### config.mk
export PLATFORM = sky130hd
export DESIGN_NAME = stage_sequencer_flat
export DESIGN_NICKNAME = d
export VERILOG_FILES = /design/src/rtl/stage_sequencer_if.sv /design/src/rtl/stage_sequencer.sv /design/src/flat_wrapper.sv
export SDC_FILE = /design/constraint.sdc
export NUM_CORES = 1
export LEC_CHECK = 0
export ABC_AREA = 1
export BUFFER_PORTS_ARGS = -buffer_cell sky130_fd_sc_hd__buf_2
export CORE_ASPECT_RATIO = 1.25
export CORE_MARGIN = 8
export CORE_UTILIZATION = 55
export DETAILED_ROUTE_END_ITERATION = 10
export PLACE_DENSITY = 0.83
export SLEW_MARGIN = 20
export SYNTH_ARGS = -nofsm -noshare
export SYNTH_HDL_FRONTEND = slang
export SYNTH_SLANG_ARGS = --single-unit
### constraint.sdc
create_clock -name i_Clk -period 2.5 [get_ports i_Clk]
set_clock_uncertainty 0.2 [all_clocks]
set_input_delay 0.375 -clock i_Clk [delete_from_list [all_inputs] [get_ports i_Clk]]
set_output_delay 0.375 -clock i_Clk [all_outputs]
set_load 0.01 [all_outputs]
### src/rtl/stage_sequencer_if.sv
// Program-load port of the stage sequencer: a valid/ready word stream in,
// and the matching program-memory write strobe, address and data out.
interface stage_sequencer_if #(
  parameter int ADDR_W  = 8,
  parameter int INSTR_W = 12
);
  // Handshake: a word transfers on a cycle where i_Load_valid and
  // o_Load_ready are both high. i_Load_last is only meaningful on that
  // cycle. o_Load_we marks the same cycle toward program memory.
  logic               i_Load_valid;
  logic [INSTR_W-1:0] i_Load_data;
  logic               i_Load_last;
  logic               o_Load_ready;
  logic               o_Load_we;
  logic [ADDR_W-1:0]  o_Load_addr;
  logic [INSTR_W-1:0] o_Load_instr;

  modport master (
    output i_Load_valid, i_Load_data, i_Load_last,
    input  o_Load_ready, o_Load_we, o_Load_addr, o_Load_instr
  );

  modport slave (
    input  i_Load_valid, i_Load_data, i_Load_last,
    output o_Load_ready, o_Load_we, o_Load_addr, o_Load_instr
  );
endinterface

### src/rtl/stage_sequencer.sv
// Four-stage microcontroller sequencer: LOAD streams the program into memory,
// then FETCH/DECODE/EXECUTE repeats with stall, reload and a retire counter.
module stage_sequencer #(
  parameter int PMEM_DEPTH = 256,
  parameter int ADDR_W     = 8,
  parameter int INSTR_W    = 12
) (
  input  logic              i_Clk,
  input  logic              i_Rst,
  stage_sequencer_if.slave  load,
  input  logic              i_Stall,
  input  logic              i_Reload,
  output logic [1:0]        o_Stage,
  output logic [ADDR_W:0]   o_Prog_len,
  output logic [15:0]       o_Retired,
  output logic              o_Reload_pending
);

  typedef enum logic [1:0] {
    ST_LOAD    = 2'b00,
    ST_FETCH   = 2'b01,
    ST_DECODE  = 2'b10,
    ST_EXECUTE = 2'b11
  } stage_t;

  localparam logic [ADDR_W-1:0] ADDR_MAX = ADDR_W'(PMEM_DEPTH - 1);

  stage_t             stage_q, stage_d;
  logic [ADDR_W-1:0]  addr_q, addr_d;
  logic [ADDR_W:0]    plen_q, plen_d;
  logic [15:0]        retired_q, retired_d;
  logic               pending_q, pending_d;
  logic               accept;
  logic               reload_now;
  logic [INSTR_W-1:0] word;

  assign word       = load.i_Load_data;
  assign reload_now = pending_q | i_Reload;

  always_comb begin
    stage_d   = stage_q;
    addr_d    = addr_q;
    plen_d    = plen_q;
    retired_d = retired_q;
    pending_d = pending_q;
    accept    = 1'b0;

    case (stage_q)
      ST_LOAD: begin
        accept = load.i_Load_valid & ~i_Rst;
        if (accept) begin
          plen_d = {1'b0, addr_q} + (ADDR_W+1)'(1);
          // The last memory slot ends the load regardless of i_Load_last,
          // and the address parks there instead of wrapping.
          if (addr_q == ADDR_MAX) begin
            stage_d = ST_FETCH;
          end else begin
            addr_d = addr_q + ADDR_W'(1);
            if (load.i_Load_last) stage_d = ST_FETCH;
          end
        end
      end
      ST_FETCH:  if (!i_Stall) stage_d = ST_DECODE;
      ST_DECODE: if (!i_Stall) stage_d = ST_EXECUTE;
      ST_EXECUTE: begin
        if (!i_Stall) begin
          retired_d = retired_q + 16'd1;
          if (reload_now) begin
            stage_d = ST_LOAD;
            addr_d  = '0;
            plen_d  = '0;
          end else begin
            stage_d = ST_FETCH;
          end
        end
      end
      default: stage_d = ST_LOAD;
    endcase

    // A reload request is remembered until an unstalled EXECUTE consumes it.
    if (stage_q != ST_LOAD && i_Reload) pending_d = 1'b1;
    if (stage_q == ST_EXECUTE && !i_Stall && reload_now) pending_d = 1'b0;
  end

  always_ff @(posedge i_Clk or posedge i_Rst) begin
    if (i_Rst) begin
      stage_q   <= ST_LOAD;
      addr_q    <= '0;
      plen_q    <= '0;
      retired_q <= '0;
      pending_q <= 1'b0;
    end else begin
      stage_q   <= stage_d;
      addr_q    <= addr_d;
      plen_q    <= plen_d;
      retired_q <= retired_d;
      pending_q <= pending_d;
    end
  end

  assign load.o_Load_ready = (stage_q == ST_LOAD);
  assign load.o_Load_we    = accept;
  assign load.o_Load_addr  = addr_q;
  assign load.o_Load_instr = word;

  assign o_Stage          = stage_q;
  assign o_Prog_len       = plen_q;
  assign o_Retired        = retired_q;
  assign o_Reload_pending = pending_q;

endmodule

### src/flat_wrapper.sv
// flat-port wrapper written by rule: the top's interface ports become plain ports
module stage_sequencer_flat 
#(
  parameter int PMEM_DEPTH = 256,
  parameter int ADDR_W     = 8,
  parameter int INSTR_W    = 12
)
  (i_Clk, i_Rst, i_Stall, i_Reload, o_Stage, o_Prog_len, o_Retired, o_Reload_pending, load_i_Load_valid, load_i_Load_data, load_i_Load_last, load_o_Load_ready, load_o_Load_we, load_o_Load_addr, load_o_Load_instr);
  stage_sequencer_if #(.ADDR_W(ADDR_W), .INSTR_W(INSTR_W)) load_i ();
  input  logic i_Clk;
  input  logic i_Rst;
  input  logic i_Stall;
  input  logic i_Reload;
  output logic [1:0] o_Stage;
  output logic [ADDR_W:0] o_Prog_len;
  output logic [15:0] o_Retired;
  output logic o_Reload_pending;
  input wire logic [$bits(load_i.i_Load_valid)-1:0] load_i_Load_valid;
  input wire logic [$bits(load_i.i_Load_data)-1:0] load_i_Load_data;
  input wire logic [$bits(load_i.i_Load_last)-1:0] load_i_Load_last;
  output wire logic [$bits(load_i.o_Load_ready)-1:0] load_o_Load_ready;
  output wire logic [$bits(load_i.o_Load_we)-1:0] load_o_Load_we;
  output wire logic [$bits(load_i.o_Load_addr)-1:0] load_o_Load_addr;
  output wire logic [$bits(load_i.o_Load_instr)-1:0] load_o_Load_instr;
  assign load_i.i_Load_valid = load_i_Load_valid;
  assign load_i.i_Load_data = load_i_Load_data;
  assign load_i.i_Load_last = load_i_Load_last;
  assign load_o_Load_ready = load_i.o_Load_ready;
  assign load_o_Load_we = load_i.o_Load_we;
  assign load_o_Load_addr = load_i.o_Load_addr;
  assign load_o_Load_instr = load_i.o_Load_instr;
  stage_sequencer #(.PMEM_DEPTH(PMEM_DEPTH), .ADDR_W(ADDR_W), .INSTR_W(INSTR_W)) u_core (.i_Clk(i_Clk), .i_Rst(i_Rst), .load(load_i), .i_Stall(i_Stall), .i_Reload(i_Reload), .o_Stage(o_Stage), .o_Prog_len(o_Prog_len), .o_Retired(o_Retired), .o_Reload_pending(o_Reload_pending));
endmodule
**Word-level counts from Yosys, hierarchy flattened**

Index checks and enable logic that the tools add are counted.

- Flip-flop bits (word level): 36
- Input bits: 18
- Output and inout bits: 50
- Word-level logic and storage cells: 55

- $add $sub $neg: 3
- Eq/ne operators: 11
- Multiplexer cells: 20
- Bitwise operators: 4
- Reduce and logical (&&, ||, !) cells: 12

Operators with widths:

| kind | number |
|---|---|
| $mux W8 | 4 |
| $mux W9 | 3 |
| $pmux W9 S2 | 1 |
| $add A16 B1 Y16 const B | 1 |
| $pmux W8 S2 | 1 |
| $mux W2 | 6 |
| $reduce_and A5 Y1 | 2 |
| $add A8 B1 Y9 const B | 1 |
| $add A8 B1 Y8 const B | 1 |
| $eq A8 B8 Y1 const B | 1 |
| $ne A2 B2 Y1 const B | 4 |
| $pmux W2 S4 | 1 |
| $reduce_bool A2 Y1 | 3 |
| $eq A2 B2 Y1 const B | 2 |
| $mux W1 | 4 |
| $ne A2 B1 Y1 const B | 2 |
| $reduce_and A4 Y1 | 1 |
| $logic_and A1 B1 Y1 | 3 |
| $ne A3 B2 Y1 const B | 1 |
| $eq A2 B1 Y1 const B | 1 |
| $logic_not A2 Y1 | 1 |
| $not A1 Y1 | 2 |
| $reduce_and A2 Y1 | 1 |
| $and A1 B1 Y1 | 1 |
| other kinds (2) | 2 |

**Logic depth before layout (Yosys ltp)**

- Depth after elaboration: 4
- Depth in mapped cells: 10
- Gate-level depth less buffers: 9

**Worst setup path after synthesis**

OpenSTA, ideal clock, no wires.

- Path type: register -> output
- Start point: register u_core.stage_q[0], in the netlist u_core.o_Stage[0]
- End point: output port load_o_Load_we
- Arrival time: 1.272 ns
- Data required time: 1.925 ns
- Setup slack: 0.653 ns
- Cell stages (with the launch flop): 5
- Path buffers: 0
- Cells stage by stage: dfrtp_1 -> inv_1 -> ha_1 -> inv_1 -> nor3_1

- Longest elaborated chain between the ends: 2

RTL lines:

| element | line | source |
|---|---|---|
| start: declaration | stage_sequencer.sv:28 | `stage_t stage_q, stage_d;` |
| start signal: assignment | stage_sequencer.sv:93 | `stage_q <= stage_d;` |
| $logic_not A2 Y1 | - |  |
| named net load_o_Load_ready | flat_wrapper.sv:21 | `output wire logic [$bits(load_i.o_Load_ready)-1:0] load_o_Load_ready;` |
| $mux W1 | stage_sequencer.sv:48 | `case (stage_q)` |
| end: declaration | flat_wrapper.sv:22 | `output wire logic [$bits(load_i.o_Load_we)-1:0] load_o_Load_we;` |

The timed path passes the listed nets, and every way through them passes these cells.

**Final worst setup path**

- Start point: register u_core.stage_q[0], in the netlist u_core.o_Stage[0]
- End point: output port load_o_Load_we

- Longest elaborated chain between the ends: 2

RTL lines:

| element | line |
|---|---|
| $logic_not A2 Y1 | stage_sequencer.sv:48 |
| $mux W1 | stage_sequencer.sv:48 |

Every way passes these cells.

==> summary.txt <==
Run status
  – Outcome: finished clean

Placement
  – # port buffers: 43
  – Routability cong.: 0.851
  – Pre-CTS WS: 0.454 ns
  – Dpl cell area: 0.00230 mm^2
  – Post-DP HPWL: 3430 um

Floorplanning
  – Starting Density: 56.8%
  – Row count: 25
  – Chip Width: slightly above 70 um
  – I/O Pins: 68
  – Core area: about 0.0038 mm^2
  – Die Y-Extent: 85.6 um
  – DIE AREA: 0.00614 mm^2

Timing
  – Endpoints failing setup: 0
  – Final TNS setup: 0 ns
  – Fin. Hold Viols: 0
  – Fin crit share: 85.0%
  – Final min period: 2.12 ns
  – Slew Limit Fails: 0
  – Unrepaired setup endpoints after global routing: false
  – Worst slew pin tran: 0.624 ns
  – WHS: approximately 0.011 ns
  – Fmax: about 470 MHz
  – Final critical-path setup slack: about 0.38 ns
  – Slew Limit Headroom: 58.4%

Synth
  – Most area-hungry cell type in the Yosys netlist: dfrtp_1
  – Warnings, synthesis: 0
  – Syn avg cell area: between 8 and 9 um^2
  – Cell Area, Synth: 0.00213 mm^2
  – Largest family of logic cells by synthesized area: simple AND/OR/NAND/NOR gates
  – Syn Inst Count: ~260
  – Mux contribution to synthesized area: 0%
  – Fraction of the mapped netlist area in compound gates: 4.69%
  – Synth Register Bits: 36
  – Top cell type's share of synthesized area: 42.3%
  – Yosys cell types: 29
  – Post-synthesis simple-gate area fraction: a little over a third
  – Register area share after synthesis: 42.3%
  – Syn Nets: 287
  – Synth Area in Adders: 4.11%
  – Top cells by area, synth: dfrtp_1 (42%), nand2_1 (16%), nor2_1 (4.6%)
  – Post-synthesis xor/xnor area fraction: 3.70%

Clocking
  – Worst-Skew Late Latency: 0.29 ns
  – Clk pin slew, worst setup/hold paths: 0.07 ns
  – CTS resizes: 0
  – CTS root buffer: clkbuf_8
  – Setup Buffers After CTS: 0
  – Deepest clock path buffer count: 2
  – CTS sink cnt: 36
  – H-tree depth: 2
  – TritonCTS buffer count: 5
  – Hold_buf cts: 0
  – CTS tree: built

Setup path
  – WP data arrival: 1.55 ns
  – Crit end category: output port
  – Critical Path Start Type: flip-flop
  – CP Data Required Time: 1.92 ns
  – Kind of critical path: reg2out
  – Maximum net fanout on the critical path: 5

Route
  – Vias per cell: 5.16
  – Final ANT Viol Nets: 0
  – Routed WL: 4550 um
  – DRC viols: 0
  – First-pass detailed-route iteration total: 4
  – Avg WL per Cell: 13.3 um
  – DR vias: 1,761
  – DR iter-0 viols: 158

Pwr
  – Pwr/cell area: 972 mW/mm^2
  – Leak: 1.33 nW
  – VDD IR max: 0.658 mV
  – Total design power: 0.00233 W

Finish
  – Nets: 325
  – Commonest non-fill, non-tap cells in the layout: nand2_1 (92), buf_2 (43), dfrtp_1 (36)
  – Design area: 0.00239 mm^2
  – Layout cells sized above 1: 25.6%
  – Diodes inserted: 0
  – Reg area: 901 um^2
  – Commonest non-fill, non-tap cell in the layout: nand2_1
  – Area of the multi-input gates: between 0.001 and 0.0015 mm^2
  – Fillers: approximately 320
  – Area Growth Syn to Fin: 12.3%

GRT
  – Largest net degree at the start of global routing: 37
  – First-pass GRT wire length: 7870 um
  – GRT Resource Usage Total: 16.1%
  – GRT overflow: 0
  – Antenna violations before repair: 0
  – Vias in the first global route: 1,751

Job
  – Max_cap viols: 0

Min path
  – Worst Hold Class: in2async
## power breakdown
part / switching (W) / internal (W)
logic: 0.000693 / 0.000355
clock network: 0.000196 / 0.000225
registers: 0.000143 / 0.000715
## routing by layer
layer  part of all wire (%)  wire length, um  vias to the layer above  GRT usage [%]
li1                       -                -                      885              -
met1                     41             1850                      812           18.0
met2                     51             2300                       55           26.8
met3                    6.4              290                        9           4.67
met4                    2.3              106                        0           8.19
met5                      0                0                        -              0
## worst paths after layout
check	from	slack (ns)	cells after the start	endpoint
worst max register to register	u_core.o_Stage[1]$_DFFE_PP0P_	0.42	7	u_core.load.o_Load_addr[2]$_DFFE_PP0P_
worst min-delay path	i_Rst	0.01	3	u_core.o_Prog_len[8]$_DFFE_PP0P_
max in group asynchronous	i_Rst	1.76	3	u_core.o_Retired[7]$_DFFE_PP0N_
min in group i_Clk	i_Reload	0.17	3	u_core.o_Reload_pending$_DFFE_PP0P_
worst min register to register	u_core.o_Prog_len[1]$_DFFE_PP0P_	0.27	2	u_core.o_Prog_len[1]$_DFFE_PP0P_
worst max-delay path	u_core.o_Stage[0]$_DFFE_PP0P_	0.38	5	load_o_Load_we
## cell families (layout without fill, tap and decap cells)
group                      count (synthesis)  after routing
AOI/OAI and AO/OA                         16             16
adders and majority gates                  7              7
DFF                                       36             36
buffers and inverters                     40             79
and+or+nand+nor                          154            154
xor gates and xnor gates                   9              9
## layout make-up
| cell class | count | area share (%) |
|---|---|---|
| timing repair buffer | 44 | 9.30 |
| sequential | 36 | 37.6 |
| inverter | 27 | 4.34 |
| clock buffer | 8 | 3.76 |
| tap | 40 | 2.09 |
| multi-input combinational | 186 | 42.9 |
## metrics by stage
step / cells / util [%]
floorplan: 262 / -
global placement: 333 / 61.4
detailed placement: 333 / 61.4
CTS: 341 / 63.8
global route: 341 / 63.8
finish: 341 / 63.8
## state kept, by name, indices dropped and copies added (netlist names)
register / cells
u_core.o_Retired: 16
u_core.o_Reload_pending: 1
u_core.load.o_Load_addr: 8
u_core.o_Prog_len: 9
u_core.o_Stage: 2
## synth_stat cells
cell type,instances
o21ai_2,1
nor3_4,1
o211ai_1,2
inv_4,1
o21ai_0,7
nand3_1,7
o21ai_1,1
nand2_4,2
ha_1,7
buf_6,1
inv_2,2
nand2_2,4
nor2_8,1
xor2_1,4
nand3_2,2
nor2_4,5
nand4_1,4
inv_1,24
nor2_1,26
xnor2_1,5
o21ai_4,1
nand3_4,2
a21oi_1,4
dfrtp_1,36
buf_4,12
nor3_1,3
nor2_2,4
nand2_1,92
nand4_4,1
## worst max-delay path, stage by stage (launching register included)
cell and delay (ns):
dfrtp_1 0.43, inv_1 0.16, ha_1 0.22, inv_1 0.13, nor3_1 0.18, buf_2 0.15
(Power assumes the default switching activity.)
